$ cat src/rtl/free_list_ckpt_pkg.sv
// Shared sizing for rename-stage register bookkeeping.
// Rename, the free lists and the ROB all take their index widths from here.
package free_list_ckpt_pkg;
    localparam int NUM_PRF      = 64;
    localparam int NUM_RSVD     = 32;
    localparam int RENAME_WIDTH = 4;
    localparam int COMMIT_WIDTH = 4;
    localparam int NUM_CKPT     = 4;

    localparam int PRF_INDEX_SIZE = $clog2(NUM_PRF);
    localparam int CKPT_ID_SIZE   = $clog2(NUM_CKPT);
    localparam int FREE_CNT_SIZE  = $clog2(NUM_PRF + 1);

    typedef logic [PRF_INDEX_SIZE-1:0] prf_idx_t;
endpackage

$ cat src/rtl/prf_pick_n.sv
// Combinational picker: the N lowest clear bits of a busy vector, lowest first,
// plus how many were found. Shared by the integer and FP free lists.
module prf_pick_n #(
    parameter int WIDTH = 64,
    parameter int N     = 4,
    localparam int IDX_W = $clog2(WIDTH),
    localparam int CNT_W = $clog2(N + 1)
) (
    input  logic [WIDTH-1:0]        busy,
    output logic [N-1:0][IDX_W-1:0] idx,
    output logic [CNT_W-1:0]        found
);

    always_comb begin
        logic [CNT_W-1:0] hits;
        idx  = '0;
        hits = '0;
        for (int i = 0; i < WIDTH; i++) begin
            if (!busy[i] && hits < CNT_W'(N)) begin
                for (int k = 0; k < N; k++) begin
                    if (hits == CNT_W'(k)) begin
                        idx[k] = IDX_W'(i);
                    end
                end
                hits = hits + CNT_W'(1);
            end
        end
        found = hits;
    end

endmodule

$ cat src/rtl/free_list_ckpt.sv
// Physical-register free list with a circular queue of branch checkpoints.
// Retires are applied to every snapshot so a recovery never resurrects a freed register.
module free_list_ckpt
    import free_list_ckpt_pkg::*;
#(
    parameter int NUM_PRF      = free_list_ckpt_pkg::NUM_PRF,
    parameter int NUM_RSVD     = free_list_ckpt_pkg::NUM_RSVD,
    parameter int RENAME_WIDTH = free_list_ckpt_pkg::RENAME_WIDTH,
    parameter int COMMIT_WIDTH = free_list_ckpt_pkg::COMMIT_WIDTH,
    parameter int NUM_CKPT     = free_list_ckpt_pkg::NUM_CKPT,
    localparam int IDX_W  = $clog2(NUM_PRF),
    localparam int CKPT_W = $clog2(NUM_CKPT),
    localparam int CNT_W  = $clog2(NUM_PRF + 1)
) (
    input  logic                                  clock,
    input  logic                                  reset,
    input  logic                                  stall,
    input  logic [RENAME_WIDTH-1:0]               prf_req,
    output logic [RENAME_WIDTH-1:0][IDX_W-1:0]    prf_out,
    output logic                                  allocatable,
    input  logic [COMMIT_WIDTH-1:0]               prf_retire_valid,
    input  logic [COMMIT_WIDTH-1:0][IDX_W-1:0]    prf_retire,
    input  logic                                  ckpt_save,
    output logic [CKPT_W-1:0]                     ckpt_id,
    output logic                                  ckpt_full,
    input  logic                                  ckpt_release,
    input  logic                                  recover,
    input  logic [CKPT_W-1:0]                     recover_id,
    output logic [CNT_W-1:0]                      free_num
);

    localparam int REQ_W = $clog2(RENAME_WIDTH + 1);
    localparam int PTR_W = CKPT_W + 1;
    localparam logic [NUM_PRF-1:0] RSVD_MASK = {NUM_PRF{1'b1}} >> (NUM_PRF - NUM_RSVD);

    logic [NUM_PRF-1:0] fl;
    logic [NUM_PRF-1:0] snap [NUM_CKPT];
    logic [CNT_W-1:0]   snap_cnt [NUM_CKPT];
    logic [PTR_W-1:0]   ckpt_head;
    logic [PTR_W-1:0]   ckpt_tail;

    logic [RENAME_WIDTH-1:0][IDX_W-1:0] pick_idx;
    logic [REQ_W-1:0]   pick_found;
    logic [REQ_W-1:0]   req_count;
    logic [NUM_PRF-1:0] grant_mask;
    logic [NUM_PRF-1:0] retire_mask;
    logic [NUM_PRF-1:0] fl_next;
    logic [CNT_W-1:0]   grant_count;
    logic [CNT_W-1:0]   ret_count;
    logic [CNT_W-1:0]   free_num_next;
    logic               save_take;
    logic               release_take;
    logic               ckpt_empty;
    logic [PTR_W-1:0]   head_next;
    logic [PTR_W-1:0]   tail_recover;
    logic [PTR_W-1:0]   live_cnt;
    logic [CKPT_W-1:0]  rec_off;

    prf_pick_n #(
        .WIDTH (NUM_PRF),
        .N     (RENAME_WIDTH)
    ) u_pick (
        .busy  (fl),
        .idx   (pick_idx),
        .found (pick_found)
    );

    // The picker count also guards the grant if free_num ever disagrees with fl.
    assign req_count   = REQ_W'($countones(prf_req));
    assign allocatable = (CNT_W'(req_count) <= free_num) && (req_count <= pick_found)
                         && !stall && !recover;
    assign grant_count = allocatable ? CNT_W'(req_count) : '0;
    assign ret_count   = CNT_W'($countones(prf_retire_valid));

    always_comb begin
        logic [REQ_W-1:0] slot;
        prf_out    = '0;
        grant_mask = '0;
        slot       = '0;
        if (allocatable) begin
            for (int s = 0; s < RENAME_WIDTH; s++) begin
                if (prf_req[s]) begin
                    for (int k = 0; k < RENAME_WIDTH; k++) begin
                        if (slot == REQ_W'(k)) begin
                            prf_out[s]              = pick_idx[k];
                            grant_mask[pick_idx[k]] = 1'b1;
                        end
                    end
                    slot = slot + REQ_W'(1);
                end
            end
        end
    end

    always_comb begin
        retire_mask = '0;
        for (int c = 0; c < COMMIT_WIDTH; c++) begin
            if (prf_retire_valid[c]) begin
                retire_mask[prf_retire[c]] = 1'b1;
            end
        end
    end

    assign fl_next       = (fl | grant_mask) & ~retire_mask;
    assign free_num_next = free_num - grant_count + ret_count;

    assign ckpt_empty   = (ckpt_head == ckpt_tail);
    assign ckpt_full    = (ckpt_head[CKPT_W-1:0] == ckpt_tail[CKPT_W-1:0])
                          && (ckpt_head[CKPT_W] != ckpt_tail[CKPT_W]);
    assign ckpt_id      = ckpt_tail[CKPT_W-1:0];
    assign save_take    = ckpt_save && allocatable && !ckpt_full;
    assign release_take = ckpt_release && !ckpt_empty;
    assign head_next    = ckpt_head + PTR_W'(release_take);

    // A recovered slot below the head index sits in the next lap of the queue.
    assign tail_recover = {(recover_id >= head_next[CKPT_W-1:0]) ? head_next[CKPT_W]
                                                                 : ~head_next[CKPT_W],
                           recover_id};

    always_ff @(posedge clock) begin
        if (reset) begin
            fl        <= RSVD_MASK;
            free_num  <= CNT_W'(NUM_PRF - NUM_RSVD);
            ckpt_head <= '0;
            ckpt_tail <= '0;
        end else begin
            if (recover) begin
                fl        <= snap[recover_id] & ~retire_mask;
                free_num  <= snap_cnt[recover_id] + ret_count;
                ckpt_tail <= tail_recover;
            end else begin
                fl       <= fl_next;
                free_num <= free_num_next;
                if (save_take) begin
                    ckpt_tail <= ckpt_tail + PTR_W'(1);
                end
            end
            ckpt_head <= head_next;
        end
    end

    // Dead slots also absorb retires; they are overwritten before they are read again.
    always_ff @(posedge clock) begin
        for (int i = 0; i < NUM_CKPT; i++) begin
            if (save_take && (CKPT_W'(i) == ckpt_tail[CKPT_W-1:0])) begin
                snap[i]     <= fl_next;
                snap_cnt[i] <= free_num_next;
            end else begin
                snap[i]     <= snap[i] & ~retire_mask;
                snap_cnt[i] <= snap_cnt[i] + ret_count;
            end
        end
    end

    assign live_cnt = ckpt_tail - ckpt_head;
    assign rec_off  = recover_id - ckpt_head[CKPT_W-1:0];

    assert property (@(posedge clock) disable iff (reset)
        ckpt_save |-> (allocatable && !ckpt_full));
    assert property (@(posedge clock) disable iff (reset)
        ckpt_release |-> !ckpt_empty);
    assert property (@(posedge clock) disable iff (reset)
        recover |-> ({1'b0, rec_off} < live_cnt));
    assert property (@(posedge clock) disable iff (reset)
        (recover && ckpt_release) |-> (recover_id != ckpt_head[CKPT_W-1:0]));

    for (genvar c = 0; c < COMMIT_WIDTH; c++) begin : g_retire_chk
        assert property (@(posedge clock) disable iff (reset)
            prf_retire_valid[c] |-> fl[prf_retire[c]]);
    end

endmodule

$ cat config.mk
export PLATFORM = sky130hd
export DESIGN_NAME = free_list_ckpt
export DESIGN_NICKNAME = d
export VERILOG_FILES = /design/src/rtl/free_list_ckpt_pkg.sv /design/src/rtl/prf_pick_n.sv /design/src/rtl/free_list_ckpt.sv
export SDC_FILE = /design/constraint.sdc
export NUM_CORES = 2
export LEC_CHECK = 0
export BUFFER_PORTS_ARGS = -buffer_cell sky130_fd_sc_hd__buf_2
export CAP_MARGIN = 20
export CELL_PAD_IN_SITES_DETAIL_PLACEMENT = 1
export CELL_PAD_IN_SITES_GLOBAL_PLACEMENT = 2
export CORE_MARGIN = 2
export CORE_UTILIZATION = 39
export DETAILED_ROUTE_END_ITERATION = 8
export PLACE_DENSITY = 0.88
export SETUP_SLACK_MARGIN = 0.4
export SLEW_MARGIN = 20
export SYNTH_ARGS = -nofsm -noshare
export SYNTH_HDL_FRONTEND = slang
export SYNTH_HIERARCHICAL = 1
export SYNTH_SLANG_ARGS = --single-unit
$ cat constraint.sdc
create_clock -name clock -period 86.2 [get_ports clock]
set_clock_uncertainty 0.2 [all_clocks]
set_input_delay 17.24 -clock clock [delete_from_list [all_inputs] [get_ports clock]]
set_output_delay 17.24 -clock clock [all_outputs]
set_load 0.05 [all_outputs]
---- Yosys cells after proc, flatten, opt, wreduce, memory -nomap -nowiden ----
Memory sizes are Yosys's and may differ from the RTL's.
Cells that the tools add are included.
storage, ports and cells
  register bits ........................... 77
  RAM bits ................................ 284
  input port bits ......................... 40
  output and inout port bits .............. 35
  logic and storage cells ................. 1107
  memories ................................ 2
cells by class
  $add $sub $neg .......................... 80
  $lt $le $gt $ge ......................... 82
  equality and inequality tests ........... 204
  multiplexer cells ....................... 486
  bitwise operators ....................... 32
  reductions and logical operators ........ 217
memory list
  memory    words  width  rd ports  clocked after memory_dff  wr ports  RTL line              RTL
  snap      4      64     5         0                         4         free_list_ckpt.sv:37  logic [NUM_PRF-1:0] snap [NUM_CKPT];
  snap_cnt  4      7      5         0                         4         free_list_ckpt.sv:38  logic [CNT_W-1:0] snap_cnt [NUM_CKPT];
operators by type and width
  kind                                                               number
  2-to-1 mux 64 bit                                                  47
  2-to-1 mux 6 bit                                                   264
  2-to-1 mux 24 bit                                                  64
  OR 64 bit                                                          16
  == test 3 x 2 -> 1 bit, second input constant                      130
  AND 64 bit                                                         6
  2-to-1 mux 3 bit                                                   71
  zero test 3 bit                                                    66
  adder 3 x 1 -> 3 bit, second input constant                        65
  == test 3 x 1 -> 1 bit, second input constant                      65
  < comparator 3 bit, second input constant                          62
  logical AND 1 bit                                                  82
  zero test 1 bit                                                    67
  inverter 64 bit                                                    1
  < comparator 6 x 7 -> 1 bit, second input constant                 8
  demux 1 bit (select 6 bit)                                         8
  greater-or-equal comparator 6 x 1 -> 1 bit, second input constant  8
  adder 7 x 3 -> 7 bit                                               6
  2-to-1 mux 7 bit                                                   5
  2-to-1 mux 1 bit                                                   27
  adder 1 x 1 -> 2 bit                                               4
  OR 1 bit                                                           8
  <= comparator 3 x 7 -> 1 bit                                       1
  subtractor 7 x 3 -> 7 bit                                          1
  16 further kinds                                                   19

---- Longest topological paths before layout ----
  word-level depth ........................ 247
  gate-level depth with buffers ........... 286

---- Modules after synthesis ----
Netlist, hierarchy kept.
by module, submodules not included
  module          times used  cells each  area an instance (sq um)
  free_list_ckpt  1           2624        21848.5
  prf_pick_n      1           1959        13480.4

---- Worst setup path after synthesis ----
OpenSTA, ideal clock, no wires.
  path type ............................... register to output
  start point ............................. register fl[0]
  end point ............................... output prf_out[12] (netlist name)
  arrival ................................. 57.782 ns
  data required time ...................... 68.760 ns
  slack ................................... 10.978 ns
  cell stages (with the launch flop) ...... 254
  cell sequence ........................... dfxtp_1 -> inv_1 -> fa_1 -> ha_1 -> inv_1 -> ha_1 -> nand2b_1 -> clkbuf_1 -> nand2_1 -> clkbuf_1 -> nor2_1 -> o21ai_0 -> inv_1 -> ha_1 -> ha_1 -> or3b_2 -> a21oi_1 -> nand3b_1 -> (+218 left out) -> ha_1 -> a21oi_1 -> a21o_1 -> nor2_1 -> and2_1 -> ha_1 -> o21ai_0 -> inv_1 -> ha_1 -> o21ai_0 -> o21ai_2 -> or2_1 -> buf_4 -> inv_4 -> buf_4 -> buf_4 -> nand2_1 -> a211oi_1
RTL lines
  element                   RTL line               RTL
  start: declaration        free_list_ckpt.sv:36   logic [NUM_PRF-1:0] fl;
  start signal: assignment  free_list_ckpt.sv:128  fl <= snap[recover_id] & ~retire_mask;
  start signal: assignment  free_list_ckpt.sv:132  fl <= fl_next;
  end: declaration          free_list_ckpt.sv:19   output logic [RENAME_WIDTH-1:0][IDX_W-1:0] prf_out,

==> results by group <==
Layout
  • Antenna diode count: 0
  • Commonest non-fill, non-tap cell in the layout: nor2_1
  • Layout Utilization: a little over two fifths
  • Reg area: about 7200 um2
  • Synth-to-Final Area Change: 8.50%
  • Final net count: 4,935
  • Most frequent cells in the layout: nor2_1 (596), nand2_1 (380), dfxtp_1 (361), ha_1 (352), a21oi_1 (243)
  • Multi-input gate area: ~27,000 um2
  • Layout cells sized above 1: 10.6%
  • Filler cells: 11,000

Global routing
  • Vias in the first global route: 37,400
  • Tot GR Track Use: 33.1%
  • Grt total ovfl: 0
  • Initial antenna violation count: 3
  • First-pass GRT wire length: roughly 240,000 um
  • Pin count of the biggest net entering global routing: just under 80

Route
  • Final wirelength: 161,000 um
  • DRC Markers: 0
  • DRT Pass-1 Iters: 6
  • First DRT Iteration DRCs: 3,861
  • Drt wl/cell: 28.1 um
  • DR vias: 37,800
  • Antenna-violating nets left: 0
  • Vias per inst: around 6.6

Placement
  • Detailed placer's ending HPWL: 121,000 um
  • Routability cong.: 1.01
  • Input/output buffers: 74

Flow run
  • Max-Cap Viols: 0

Setup path
  • Critical Path Max Stage Delay: 0.95 ns
  • CP endpoint kind: primary output
  • Crit path top cell by count: ha_1
  • Critical-path maximum fanout: 73
  • Reg2Reg Setup Slack: 20.65 ns
  • WP data required: ~69 ns
  • Slowest stage cell, crit path: nor3_1
  • CP Class: flop to primary output
  • Critical Path Source Type: flop
  • Worst EP arrival: 63.86 ns

Clock tree
  • Cts bufs inserted: 38
  • Clk_lat worst skew: 0.56 ns
  • CTS Hold Bufs: 0
  • Root buffer cell: clkbuf_16
  • Clock sink count: roughly 360
  • CTS max path bufs: 3
  • # H-tree levels: 2
  • Reg clk slew, reported paths: 0.06 ns
  • TritonCTS clock tree: yes

Min path
  • Min-Delay Path Class: flop to flop

Timing
  • Slew HR: between 10% and 20%
  • Pins Over Slew Limit: 0
  • RSZ-0062 raised after global routing: no
  • Max Clock Freq: 12.3 MHz
  • Tcrit/Tclk final: 94.3%
  • Final setup violation count: 0
  • Slew @ Worst Pin: 1.21 ns
  • Final worst path period need: roughly 81 ns
  • Endpoints failing hold: 0
  • Setup_tns: 0 ns

Synth
  • Synth Cell Area: 35,300 um2
  • Syn. warnings: 6
  • Syn nets: about 5,000
  • Post-synth EDFFs: 0
  • Top FF cell, synth: dfxtp_1
  • Cell variety after synth: 114
  • Register area share after synthesis: 20.5%
  • Top cell type's share of synthesized area: 20.5%
  • Avg Cell Area, Syn: around 7.7 um2
  • Cell taking the most area after synthesis: dfxtp_1
  • Seq cells post-synth: roughly 360
  • Asr flop ratio synth: 0%
  • Post-synthesis cell count: around 4,600
  • Largest cells by area after synthesis: dfxtp_1 (20%), ha_1 (12%), nor2_1 (6.4%), nand2_1 (4.0%), mux4_2 (3.6%)

Die
  • Initial core utilization: between 30% and 40%
  • Ports: 75
  • DIE AREA: 93,000 um2
  • Die Wd: 305 um
  • Die Height: about 300 um
  • Core ar.: 89,900 um2
  • Std cell rows: 110

Status
  • Status: complete, no violations
==> stage by stage <==
| step | area, um2 | cells | worst slack [ns] | hold WS (ns) |
|---|---|---|---|---|
| after global placement | 36800 | 5659 | 3.52 | 0.285 |
| after detailed placement | 36800 | 5659 | 1.34 | 0.293 |
| after floorplan | 35300 | 4583 | 10.98 | 0.272 |
| final | 38300 | 5734 | 4.90 | 0.301 |
| after global routing | 38300 | 5734 | 0.447 | 0.314 |
| after CTS | 38100 | 5725 | 0.483 | 0.302 |
==> layer usage <==
metal / global-route usage, % / vias to the layer above / wire [um]
met5: 0 / - / 0
met1: 44.2 / 18700 / 68500
li1: - / 17000 / -
met2: 52.6 / 1702 / 71600
met4: 15.8 / 0 / 8580
met3: 4.65 / 378 / 12400
==> kinds of logic (layout without fill, tap and decap cells) <==
| logic type | Yosys count | after routing | synth area share (%) |
|---|---|---|---|
| flip-flops | 361 | 361 | 20.5 |
| buffers and inverters | 454 | 429 | 5.01 |
| multiplexers | 141 | 141 | 6.16 |
| AO/OA/AOI/OAI | 1417 | 1417 | 28.1 |
| adder cells (fa/ha/maj) | 363 | 363 | 13.1 |
| AND/OR/NAND/NOR | 1721 | 1721 | 23.8 |
| XOR/XNOR | 126 | 126 | 3.42 |
==> synth_stat cells, drive strengths merged, types with 44 or more instances <==
cell,count
nand4,44
and3,47
xor2,46
nor2,603
o21ai,248
nor3,134
mux4,57
dfxtp,361
buf,56
a21oi,246
ha,352
nand3,107
o22ai,126
a221oi,64
mux2i,44
a22oi,89
nand2,381
nand3b,45
xnor2,76
nor4,51
clkbuf,194
nand2b,51
inv,204
a211oi,171
==> final timing paths <==
path | startpoint | endpoint | cells after the start
max | fl[1] | prf_out[13] | 252
max reg2reg | fl[1] | snap_cnt[1][6] | 259
min | snap[3][0] | snap[3][0] | 2
min reg2reg | snap[3][0] | snap[3][0] | 2
==> registers in the layout, indices dropped and copies added, names as in the netlist <==
register	flops
ckpt_head	3
ckpt_tail	3
fl	64
free_num	7
snap	256
snap_cnt	28
==> area by class of cell <==
type                            instances  share of cell area (%)
Tap cell                             1176                    3.84
Inverter                              204                    2.03
Timing Repair Buffer                  159                    2.67
Clock inverter                         14                   0.441
Sequential cell                       361                    18.9
Multi-Input combinational cell       3768                    69.4
Clock buffer                           52                    2.80
==> critical path: cells and delay by family (launching register included) <==
family | cells | cell delay, ns
mux | 10 | 2.78
fa+ha+maj | 63 | 17.66
simple gates | 84 | 20.84
xor+xnor | 23 | 7.32
compound gates | 45 | 9.43
flops | 1 | 0.38
buf+inv | 27 | 4.73
==> what timing repair did <==
item                       in CTS  in global routing
setup buffers                   0                  9
setup endpoints to repair       0                 25
resized for setup               0                 40
Power is not shown: default switching activity piles up to over one toggle a cycle in this logic, so the estimate is an artifact.
